<file path="src/rtl/seg7_scan_driver_if.sv">
// Bundle between a hex-word source (debug/result registers) and the
// multiplexed 7-segment scan driver.
interface seg7_scan_driver_if #(
  parameter int NDIGITS = 4
);
  logic [4*NDIGITS-1:0] data;
  logic [NDIGITS-1:0]   dp_mask;
  logic                 load;
  logic                 blank_lz;
  logic [NDIGITS-1:0]   anode;
  logic [7:0]           catode;
  logic                 pending;
  logic                 frame_tick;

  modport master (
    output data, dp_mask, load, blank_lz,
    input  anode, catode, pending, frame_tick
  );

  modport slave (
    input  data, dp_mask, load, blank_lz,
    output anode, catode, pending, frame_tick
  );
endinterface

</file>
<file path="src/rtl/seg7_scan_driver.sv">
// Time-multiplexed common-anode 7-segment driver: tear-free display copy,
// programmable per-digit dwell, decimal points and leading-zero blanking.
module seg7_scan_driver #(
  parameter int NDIGITS     = 4,
  parameter int REFRESH_DIV = 100000
) (
  input logic               clk,
  input logic               reset,
  seg7_scan_driver_if.slave bus
);

  localparam int DW = 4 * NDIGITS;
  localparam int PW = $clog2(REFRESH_DIV);
  localparam int IW = (NDIGITS > 1) ? $clog2(NDIGITS) : 1;
  localparam logic [PW-1:0] PRE_LAST = PW'(REFRESH_DIV - 1);
  localparam logic [IW-1:0] IDX_LAST = IW'(NDIGITS - 1);

  logic [DW-1:0]      shadow_data;
  logic [NDIGITS-1:0] shadow_dp;
  logic [DW-1:0]      disp_data;
  logic [NDIGITS-1:0] disp_dp;
  logic [PW-1:0]      prescaler;
  logic [IW-1:0]      idx;
  logic               pending_q;
  logic               wrap_q;

  logic               tc;
  logic               wrap;

  assign tc   = (prescaler == PRE_LAST);
  assign wrap = tc && (idx == IDX_LAST);

  always_ff @(posedge clk) begin
    if (reset) begin
      prescaler <= '0;
      idx       <= '0;
    end else begin
      if (tc) begin
        prescaler <= '0;
        idx       <= wrap ? '0 : idx + 1'b1;
      end else begin
        prescaler <= prescaler + 1'b1;
      end
    end
  end

  // Display only moves at the frame wrap so no frame mixes old and new
  // digits; a load landing on the wrap itself bypasses the shadow.
  always_ff @(posedge clk) begin
    if (reset) begin
      shadow_data <= '0;
      shadow_dp   <= '0;
      disp_data   <= '0;
      disp_dp     <= '0;
      pending_q   <= 1'b0;
    end else begin
      if (bus.load) begin
        shadow_data <= bus.data;
        shadow_dp   <= bus.dp_mask;
      end
      if (wrap) begin
        pending_q <= 1'b0;
        if (bus.load) begin
          disp_data <= bus.data;
          disp_dp   <= bus.dp_mask;
        end else if (pending_q) begin
          disp_data <= shadow_data;
          disp_dp   <= shadow_dp;
        end
      end else if (bus.load) begin
        pending_q <= 1'b1;
      end
    end
  end

  logic [NDIGITS-1:0] zero_from;
  logic               run_zero;
  logic [3:0]         cur_nib;
  logic               cur_dp;
  logic               cur_blank;
  logic [7:0]         cur_seg;
  logic [7:0]         cur_cat;
  logic [NDIGITS-1:0] cur_anode;

  // zero_from[i]: every displayed nibble from digit i upward is zero.
  always_comb begin
    zero_from = '0;
    run_zero  = 1'b1;
    for (int i = NDIGITS - 1; i >= 0; i--) begin
      run_zero     = run_zero && (disp_data[4*i +: 4] == 4'h0);
      zero_from[i] = run_zero;
    end
  end

  always_comb begin
    cur_nib   = 4'h0;
    cur_dp    = 1'b0;
    cur_blank = 1'b0;
    for (int i = 0; i < NDIGITS; i++) begin
      if (idx == IW'(i)) begin
        cur_nib   = disp_data[4*i +: 4];
        cur_dp    = disp_dp[i];
        cur_blank = bus.blank_lz && (i != 0) && zero_from[i] && !disp_dp[i];
      end
    end
  end

  always_comb begin
    cur_seg = 8'hFF;
    case (cur_nib)
      4'h0: cur_seg = 8'h03;
      4'h1: cur_seg = 8'h9F;
      4'h2: cur_seg = 8'h25;
      4'h3: cur_seg = 8'h0D;
      4'h4: cur_seg = 8'h99;
      4'h5: cur_seg = 8'h49;
      4'h6: cur_seg = 8'h41;
      4'h7: cur_seg = 8'h1F;
      4'h8: cur_seg = 8'h01;
      4'h9: cur_seg = 8'h09;
      4'hA: cur_seg = 8'h11;
      4'hB: cur_seg = 8'hC1;
      4'hC: cur_seg = 8'h63;
      4'hD: cur_seg = 8'h85;
      4'hE: cur_seg = 8'h61;
      4'hF: cur_seg = 8'h71;
      default: cur_seg = 8'hFF;
    endcase
  end

  always_comb begin
    cur_cat   = cur_blank ? 8'hFF : {cur_seg[7:1], ~cur_dp};
    cur_anode = '1;
    for (int i = 0; i < NDIGITS; i++) begin
      cur_anode[i] = !((idx == IW'(i)) && !cur_blank);
    end
  end

  // frame_tick is delayed one extra cycle so it lines up with the first
  // registered output cycle of digit 0 rather than with the wrap edge.
  always_ff @(posedge clk) begin
    if (reset) begin
      bus.anode      <= '1;
      bus.catode     <= 8'hFF;
      bus.frame_tick <= 1'b0;
      wrap_q         <= 1'b0;
    end else begin
      bus.anode      <= cur_anode;
      bus.catode     <= cur_cat;
      wrap_q         <= wrap;
      bus.frame_tick <= wrap_q;
    end
  end

  assign bus.pending = pending_q;

endmodule

</file>
<file path="src/flat_wrapper.sv">
// flat-port wrapper written by rule: the top's interface ports become plain ports
module seg7_scan_driver_flat 
#(
  parameter int NDIGITS     = 4,
  parameter int REFRESH_DIV = 100000
)
  (clk, reset, bus_data, bus_dp_mask, bus_load, bus_blank_lz, bus_anode, bus_catode, bus_pending, bus_frame_tick);
  seg7_scan_driver_if #(.NDIGITS(NDIGITS)) bus_i ();
  input logic clk;
  input logic reset;
  input wire logic [$bits(bus_i.data)-1:0] bus_data;
  input wire logic [$bits(bus_i.dp_mask)-1:0] bus_dp_mask;
  input wire logic [$bits(bus_i.load)-1:0] bus_load;
  input wire logic [$bits(bus_i.blank_lz)-1:0] bus_blank_lz;
  output wire logic [$bits(bus_i.anode)-1:0] bus_anode;
  output wire logic [$bits(bus_i.catode)-1:0] bus_catode;
  output wire logic [$bits(bus_i.pending)-1:0] bus_pending;
  output wire logic [$bits(bus_i.frame_tick)-1:0] bus_frame_tick;
  assign bus_i.data = bus_data;
  assign bus_i.dp_mask = bus_dp_mask;
  assign bus_i.load = bus_load;
  assign bus_i.blank_lz = bus_blank_lz;
  assign bus_anode = bus_i.anode;
  assign bus_catode = bus_i.catode;
  assign bus_pending = bus_i.pending;
  assign bus_frame_tick = bus_i.frame_tick;
  seg7_scan_driver #(.NDIGITS(NDIGITS), .REFRESH_DIV(REFRESH_DIV)) u_core (.clk(clk), .reset(reset), .bus(bus_i));
endmodule
</file>
<file path="config.mk">
export PLATFORM = sky130hd
export DESIGN_NAME = seg7_scan_driver_flat
export DESIGN_NICKNAME = d
export VERILOG_FILES = /design/src/rtl/seg7_scan_driver_if.sv /design/src/rtl/seg7_scan_driver.sv /design/src/flat_wrapper.sv
export SDC_FILE = /design/constraint.sdc
export NUM_CORES = 1
export LEC_CHECK = 0
export CAP_MARGIN = 15
export CELL_PAD_IN_SITES_DETAIL_PLACEMENT = 0
export CELL_PAD_IN_SITES_GLOBAL_PLACEMENT = 1
export CORE_AREA = 2 2 82 115
export CTS_CLUSTER_DIAMETER = 120
export DETAILED_ROUTE_END_ITERATION = 10
export DIE_AREA = 0 0 84 117
export PLACE_DENSITY = 0.82
export SLEW_MARGIN = 20
export SYNTH_ARGS = -nofsm -noshare
export SYNTH_HDL_FRONTEND = slang
export SYNTH_SLANG_ARGS = --single-unit
</file>
<file path="constraint.sdc">
create_clock -name clk -period 2.15 [get_ports clk]
set_input_delay 0.215 -clock clk [delete_from_list [all_inputs] [get_ports clk]]
set_output_delay 0.215 -clock clk [all_outputs]
set_load 0.01 [all_outputs]
</file>
Word-level counts from Yosys, hierarchy flattened:

Memories as Yosys holds them, arrays and structs flattened. A register that Yosys moved wholly into a read port is not among the register bits.
Cells that the tools add are included.

* register bits: 74
* memory bits (read-only): 112
* input port bits: 24
* output and inout bits: 14
* logic and storage cells: 65
* memories kept: 1

* add/subtract/negate cells: 2
* eq/ne operators: 4
* mux-type cells: 16
* bitwise gates (word level): 1
* reductions and logical operators: 30

Memories
* (no name shown): words 16, width 7, read ports 1, clocked after Yosys merged registers in 1, write ports 0, RTL line seg7_scan_driver.sv:110 `case (cur_nib)`

Operator list (count)
* 16-bit 2-to-1 mux: 2
* 4-bit 2-to-1 mux: 6
* 17-bit by 1-bit adder with 17-bit output, second input constant: 1
* 17-bit == test, second input constant: 1
* 1-bit logical AND: 13
* 4-bit zero test: 3
* 1-bit zero test: 8
* 1-bit 2-to-1 mux: 7
* 2-bit OR reduction: 3
* 2-bit == test, second input constant: 2
* 2-bit by 1-bit adder with 2-bit output, second input constant: 1
* 2-bit by 1-bit == test with 1-bit output, second input constant: 1
* 2-bit zero test: 1
* 2-bit 2-to-1 mux: 1
* 2-bit AND reduction: 1
* 2-bit nonzero test: 1
* 1-bit inverter: 1

Longest topological paths before layout:

Gate-level depths: netlist (run 1).

* depth after elaboration: 11
* depth in mapped cells: 12

Worst setup path after synthesis (run 1):

Ideal clock, no wire load.

* path type: flip-flop to flip-flop
* start point: reg u_core.idx[1]
* end point: reg u_core.bus.catode[4]
* library setup time: 0.137 ns
* arrival time: 2.079 ns
* data required time: 2.013 ns
* slack: -0.066 ns
* stages on the path, launching flop included: 11
* clock period less this slack: 2.216 ns
* cells stage by stage: dfxtp_1 -> inv_1 -> ha_1 -> buf_2 -> nand3b_1 -> a211oi_1 -> inv_1 -> ha_1 -> nor2_1 -> a211oi_1 -> o21ai_0

* word-level cells in the longest chain between the ends: 5
* elaborated cells between the ends (all ways): 12

Ends and longest elaborated chain
* from (decl): RTL line seg7_scan_driver.sv:23 `logic [IW-1:0] idx;`
* from (signal assigned): RTL line seg7_scan_driver.sv:40 `idx <= wrap ? '0 : idx + 1'b1;`
* 2-bit by 1-bit == test with 1-bit output / 2-bit zero test (equally long branches): RTL line seg7_scan_driver.sv:100 `if (idx == IW'(i)) begin`
* 1-bit 2-to-1 mux / 4-bit 2-to-1 mux (equally long branches) (3 in a row): RTL line seg7_scan_driver.sv:100
* 2-bit OR reduction (no source line) / 4-bit 2-to-1 mux (equally long branches)
* to (decl): RTL line seg7_scan_driver_if.sv:22 `output anode, catode, pending, frame_tick`

Parallel ways exist; a longest one is shown, timed or not.
A chain may end at the register's enable or synchronous reset.

Worst setup path in the final report (run 1):

* start point: reg u_core.prescaler[0]
* end point: reg u_core.disp_data[4]

* word-level cells in the longest chain between the ends: 3

Ends and longest elaborated chain
* from (decl): RTL line seg7_scan_driver.sv:22 `logic [PW-1:0] prescaler;`
* from (signal assigned): RTL line seg7_scan_driver.sv:42 `prescaler <= prescaler + 1'b1;`
* 17-bit == test: RTL line seg7_scan_driver.sv:30 `assign tc = (prescaler == PRE_LAST);`
* 1-bit logical AND: RTL line seg7_scan_driver.sv:31 `assign wrap = tc && (idx == IDX_LAST);`
* 2-bit AND reduction (no source line)
* to (signal assigned): RTL line seg7_scan_driver.sv:64 `disp_data <= bus.data;`
* to (signal assigned): RTL line seg7_scan_driver.sv:67 `disp_data <= shadow_data;`
* to (decl): RTL line seg7_scan_driver.sv:20 `logic [DW-1:0] disp_data;`

Every way passes these cells.

==> summary.txt, run 1 <==
Outcome
  – Outcome: completed

Die
  – Die area: 9828 sq um
  – Die height: 117 um
  – Die W: 84 um
  – # IOs: 38
  – Initial core utilization: 37.73%
  – # rows: 41
  – CORE AREA: 8875 sq um

Synthesis
  – Register area share after synthesis: 44.25%
  – Largest cells by area after synthesis: dfxtp_1 44%, mux2_4 9.0%, mux2i_1 7.2%
  – Area leader, netlist: dfxtp_1
  – EDFF count, synth: 0
  – Synth top area share: 44.25%
  – Synthesis warning total: 0
  – Ys async rst share: 0%
  – Synthesized area: 3348 sq um
  – Post-Syn Instances: 334
  – Avg Inst Size Synth: 10.02 sq um
  – Syn_nets: 369
  – #FFs+latches synth: 74
  – Unique masters post-synth: 43
  – Top_reg_cell synth: dfxtp_1

Detailed routing
  – Via density: 4.919
  – Final ANT Viol Nets: 0
  – Drt wl/cell: 13.34 um
  – 1st-pass router iterations: 4
  – Final WL: 6.578 mm
  – Initial drt markers: 112
  – DRC viols: 0
  – Via count: 2425

STA
  – Slew HR: 67.42%
  – Post-route setup slack: 0.1269 ns
  – Worst Skew: 0.007063 ns
  – Final setup viols: 0
  – Final Hold Fails: 0
  – Fmax: 494.3 MHz
  – Worst slew pin tran: 0.4842 ns
  – Final cycle utilization of the critical path: 94.10%
  – Min Tclk post-route: 2.023 ns
  – Final Max Tran Viols: 0
  – Min Hold Slack: 0.4579 ns

Clocking
  – Clock Latency Late Sink: 0.33 ns
  – Total CTS buffers: 9
  – CTS clk-pin slew, worst paths: 0.05 ns
  – Max Root-Sink Buffers: 2
  – TritonCTS Sinks: 74
  – CTS tree: built
  – Root buf cell: clkbuf_16
  – CTS HTree Levels: 3

Placed design
  – Cell Area, Placed: 3859 sq um
  – Pre-CTS setup slack: -0.2510 ns
  – Gpl congestion: 0.8096
  – IO buf count: 37
  – HPWL after DPL: 4.686 mm

Critical path
  – Element type at the critical path start: flop
  – Critical path type: flop to flop
  – Worst EP required: 2.36 ns
  – CP Capture Type: flop
  – CP Max Fanout: 20
  – Crit path DAT: 2.24 ns

Power
  – Leakage power: 1.804 nW
  – Comb power frac: 4.7%
  – VDD IR max: 411.4 uV
  – Total internal power: 2.686 mW
  – Pwr/cell area: 774.8 nW/um^2
  – Switch share: 19.20%
  – Flop pwr share: 42.7%
  – Psw: 0.6383 mW
  – Clock share of power: 52.6%

Final layout
  – Syn-to-layout area delta: 28.14%
  – Fin nets: 416
  – Cell area after layout: 4290 sq um
  – Most frequent cells in the layout: 72 x dfxtp_1, 50 x nor2_1, 37 x clkdlybuf4s50_1
  – N_diodes: 0
  – Commonest non-fill, non-tap cell in the layout: dfxtp_1
  – Share of layout cells above drive strength 1: 19.69%

Hold path
  – HP Class: flop to flop

Global routing
  – Overall routing resource usage: 14.27%
  – Vias in the first global route: 2424
  – GRT overflow: 0
  – Initial antenna violation count: 0
  – Largest net degree at the start of global routing: 48
  – Global-route wire length before repair: 11.05 mm

Run
  – Total of max-cap violations: 0
cells in the mapped netlist, types with 2 or more instances:
master	instances
nand3_1	9
o21ai_0	5
nor3b_1	4
ha_1	11
buf_6	3
nand3b_1	3
xnor2_1	4
xor2_1	12
nor4_1	3
nor2_1	50
nor2b_1	24
buf_2	8
mux2i_1	24
and3_1	2
clkbuf_1	5
a21oi_1	5
nand2_1	18
nand4_1	3
a22oi_1	3
nor3_1	5
a211oi_1	7
o211ai_1	4
or2_2	2
dfxtp_1	74
mux2_4	20
buf_4	2
inv_1	8
state kept, by name, summed over array words and instances (netlist names):
register / flops
u_core.bus.frame_tick: 1
u_core.bus.pending: 1
u_core.prescaler: 17
u_core.bus.catode: 8
u_core.disp_data: 16
u_core.idx: 2
u_core.disp_dp: 4
u_core.wrap_q: 1
u_core.shadow_dp: 4
u_core.shadow_data: 16
u_core.bus.anode: 4
worst max-delay path, stage by stage, from the launching register on:
cell	delay [ns]
dfxtp_1	0.36
ha_1	0.21
and4_1	0.27
nand3_4	0.09
nor2_4	0.18
nand3b_4	0.37
mux2_4	0.42
kinds of logic after synthesis:
logic type               Yosys count  synth area share (%)
AO/OA/AOI/OAI                     28                 5.792
XOR/XNOR                          16                 4.185
adder cells (fa/ha/maj)           11                 4.111
buffers and inverters             27                 4.223
flip-flops                        74                 44.25
multiplexers                      45                 16.48
AND/OR/NAND/NOR                  133                 20.96
power by group through the flow:
stage	Sequential (mW)	Clock (mW)	Combinational (mW)
floorplan	1.45	0	0.0778
global placement	1.45	0	0.155
detailed placement	1.45	0	0.158
CTS	1.42	1.78	0.159
global route	1.42	1.84	0.174
finish	1.42	1.75	0.157
per-layer routing:
| layer | share of wire [%] | global-route usage, % | up-vias |
|---|---|---|---|
| met5 | 0 | 0 | - |
| met4 | 1.7 | 6.129 | 0 |
| met3 | 3.0 | 3.717 | 9 |
| met2 | 53 | 26.29 | 35 |
| met1 | 42 | 15.52 | 1151 |
| li1 | - | - | 1230 |
metrics by stage:
stage               setup TNS (ns)  util [%]  power (mW)  std cells
floorplan                        0         -       1.529        334
global placement            -1.083     43.48       1.604        474
detailed placement          -1.771     43.48       1.608        474
CTS                              0     47.68       3.357        491
global route             -0.006058     48.34       3.432        493
finish                           0     48.34       3.324        493
final cells by class:
cell class / instances / area, sq um
Fill cell: 811 / 4584
Multi-Input combinational cell: 233 / 1783
Sequential cell: 74 / 1484
Timing Repair Buffer: 55 / 506.7
Clock buffer: 11 / 252.7
Tap cell: 107 / 133.9
Clock inverter: 5 / 100.1
Inverter: 8 / 30.03
worst paths after layout:
path / to / slack, ns / cells after the start / start
max: u_core.disp_data[4] / 0.13 / 6 / u_core.prescaler[0]
min: u_core.prescaler[0] / 0.46 / 1 / u_core.prescaler[0]
max reg2reg: u_core.disp_data[4] / 0.13 / 6 / u_core.prescaler[0]
min reg2reg: u_core.prescaler[0] / 0.46 / 1 / u_core.prescaler[0]
repair_timing:
action / CTS / global route
hold buffers: 0 / 0
gates cloned: 0 / 1
buffers inserted: 1 / 1
endpoints found under the setup margin: 11 / 17
pin swaps: 1 / 4
gates resized for setup: 6 / 11
Note: power is estimated with default switching activity, not from simulation.
==> inputs of run 2 (changes only) <==
--- a/config.mk
+++ b/config.mk
@@ -17,3 +17,4 @@
 export SYNTH_ARGS = -nofsm -noshare
 export SYNTH_HDL_FRONTEND = slang
 export SYNTH_SLANG_ARGS = --single-unit
+export TNS_END_PERCENT = 100
==> results of run 2 <==
Same layout as run 1: the final DEF is identical, and so are final timing and power.
==> inputs of run 3 (changes only) <==
--- a/config.mk
+++ b/config.mk
@@ -8,11 +8,12 @@
 export CAP_MARGIN = 15
 export CELL_PAD_IN_SITES_DETAIL_PLACEMENT = 0
 export CELL_PAD_IN_SITES_GLOBAL_PLACEMENT = 1
-export CORE_AREA = 2 2 82 115
+export CORE_AREA = 2 2 78 110
 export CTS_CLUSTER_DIAMETER = 120
 export DETAILED_ROUTE_END_ITERATION = 10
-export DIE_AREA = 0 0 84 117
-export PLACE_DENSITY = 0.82
+export DIE_AREA = 0 0 80 112
+export HOLD_SLACK_MARGIN = 0.15
+export PLACE_DENSITY = 0.86
 export SLEW_MARGIN = 20
 export SYNTH_ARGS = -nofsm -noshare
 export SYNTH_HDL_FRONTEND = slang
==> constraint.sdc (replaced) <==
create_clock -name clk -period 2.1 [get_ports clk]
set_input_delay 0.21 -clock clk [delete_from_list [all_inputs] [get_ports clk]]
set_output_delay 0.21 -clock clk [all_outputs]
set_load 0.01 [all_outputs]
==> run 3 against run 2 <==
  * Clock power fell by 7%
  * Cell count down 0.41%
  * Critical path depth increased by 4
  * Register-to-register slack hardly changed
  * Combinational power rose by 5%
  * Clock skew fell by 0.00081 ns
  * Via count fell by 0.16%
  * First-iteration DRC count decreased by 7.1%
  * Maximum frequency increased by 2.2%
  * Design area increased by 1.1%
  * Non-clock buffer count up 2
  * Worst setup slack lost 0.0071 ns
  * Critical endpoint is now u_core.bus.catode[7]
==> summary.txt, run 3 (synthesis gave the netlist of run 1 again) <==
Critical path
  – CP Max Fanout: 7
  – Worst EP required: 2.28 ns
  – CP Capture Type: flop
  – R2r startpoint: u_core.idx[0]
  – Crit path DAT: 2.16 ns
  – Critical Path Start: u_core.idx[0]
  – Element type at the critical path start: flop
  – Critical path type: flop to flop

Power
  – Flop pwr share: 44.9%
  – Pwr Total: 3.233 mW
  – Total internal power: 2.598 mW
  – VDD IR max: 546.2 uV
  – Psw: 0.6351 mW
  – Pwr/cell area: 745.4 nW/um^2
  – Leakage power: 1.835 nW
  – Clock share of power: 50.0%
  – Switch share: 19.65%
  – Comb power frac: 5.1%

Die
  – CORE AREA: 8003 sq um
  – Die height: 112 um
  – Initial core utilization: 41.84%
  – Die area: 8960 sq um
  – Die W: 80 um
  – # rows: 39
  – # IOs: 38

Final layout
  – Share of layout cells above drive strength 1: 20.82%
  – N_diodes: 0
  – Most frequent cells in the layout: 72 x dfxtp_1, 50 x nor2_1, 37 x clkdlybuf4s50_1
  – Fillers: 740
  – Finished Layout Cells: 491
  – Max FFs per register: 17
  – Top Registers: u_core.prescaler: 17 flops, u_core.disp_data: 16 flops, u_core.shadow_data: 16 flops
  – Fin nets: 419
  – Reg with most FFs: u_core.prescaler
  – Syn-to-layout area delta: 29.52%
  – Commonest non-fill, non-tap cell in the layout: dfxtp_1

STA
  – Min Tclk post-route: 1.980 ns
  – Final setup viols: 0
  – Worst slew pin tran: 0.6654 ns
  – Post-route setup slack: 0.1198 ns
  – Min Hold Slack: 0.4465 ns
  – Slew HR: 55.40%
  – Worst Skew: 0.006252 ns
  – Final Hold Fails: 0
  – Final Max Tran Viols: 0
  – TNS Setup: 0 ns
  – RSZ-0062 raised after global routing: yes
  – Fmax: 505.0 MHz
  – Final cycle utilization of the critical path: 94.30%

Global routing
  – Global-route wire length before repair: 10.62 mm
  – Vias in the first global route: 2381
  – GRT overflow: 0
  – Met2 GRT Util: 26.78%
  – Met1 Usage GRT: 16.89%
  – GR peak layer: met2
  – Grt met3 use: 4.052%
  – Initial antenna violation count: 0
  – Overall routing resource usage: 15.28%
  – Largest net degree at the start of global routing: 48

Clocking
  – Post-CTS Hold Buffers: 0
  – CTS clk-pin slew, worst paths: 0.06 ns
  – Clock Latency Late Sink: 0.33 ns
  – CTS HTree Levels: 3
  – CTS tree: built
  – TritonCTS Sinks: 74
  – Max Root-Sink Buffers: 2
  – Total CTS buffers: 9
  – Root buf cell: clkbuf_16

Hold path
  – Hold Crit Start: u_core.wrap_q
  – HP Class: flop to flop

Run
  – Total of max-cap violations: 0

Placed design
  – Gpl congestion: 0.8333
  – HPWL after DPL: 4.549 mm
  – Pre-CTS setup slack: -0.2270 ns
  – IO buf count: 37
  – Cells after DPL: 471

Detailed routing
  – Drt wl/cell: 13.25 um
  – Final ANT Viol Nets: 0
  – Via density: 4.931
  – DRC viols: 0
  – Via count: 2421
  – 1st-pass router iterations: 4
  – Initial drt markers: 104
  – Final WL: 6.508 mm

Outcome
  – Outcome: completed
==> run 3: worst max-delay path, cell delays in order, from the launching register on <==
cell and delay (ns):
dfxtp_4 0.37, inv_2 0.06, ha_4 0.17, buf_4 0.13, nor3b_1 0.13, a211oi_2 0.25
inv_2 0.10, ha_1 0.24, nor3_2 0.18, a31o_2 0.12, o21ai_0 0.07
==> run 3: path summary, 6_finish.rpt <==
check,end,slack [ns],cells after the start
worst max register to register,u_core.bus.catode[7],0.12,10
worst min-delay path,u_core.bus.frame_tick,0.45,1
worst max-delay path,u_core.bus.catode[7],0.12,10
worst min register to register,u_core.bus.frame_tick,0.45,1
==> run 3: stage by stage <==
step                      area (sq um)  utilization [%]
after global placement            3880            48.48
after floorplan                   3353                -
final                             4337            54.19
after global routing              4337            54.19
after detailed placement          3880            48.48
after CTS                         4220            52.74
==> run 3: metal layers <==
layer  share of wire [%]  vias up  routed length, um
met1                  42     1141               2741
met4                 1.8        0                118
met5                   0        -                  0
met3                 3.0       11                197
met2                  53       29               3451
li1                    -     1240                  -
==> run 3: power by group through the flow <==
stage	Sequential (mW)	Combinational, mW	Clock [mW]
after global routing	1.45	0.182	1.73
after floorplan	1.49	0.0796	0
after CTS	1.45	0.166	1.65
after global placement	1.48	0.162	0
final	1.45	0.165	1.62
after detailed placement	1.48	0.165	0
==> run 3: what timing repair did <==
item | CTS | global route
cloned | 0 | 1
setup endpoints to repair | 11 | 26
pin swaps | 1 | 4
setup buffers | 1 | 2
gates resized for setup | 5 | 20
==> run 3: layout make-up <==
| class | instances | area [sq um] | area share [%] |
|---|---|---|---|
| clock buffer | 11 | 242.7 | 5.597 |
| clock inverter | 5 | 77.57 | 1.789 |
| inverter | 8 | 30.03 | 0.6924 |
| multi-input combinational | 234 | 1833 | 42.27 |
| sequential | 74 | 1489 | 34.33 |
| tap | 102 | 127.6 | 2.943 |
| timing repair buffer | 57 | 536.8 | 12.38 |
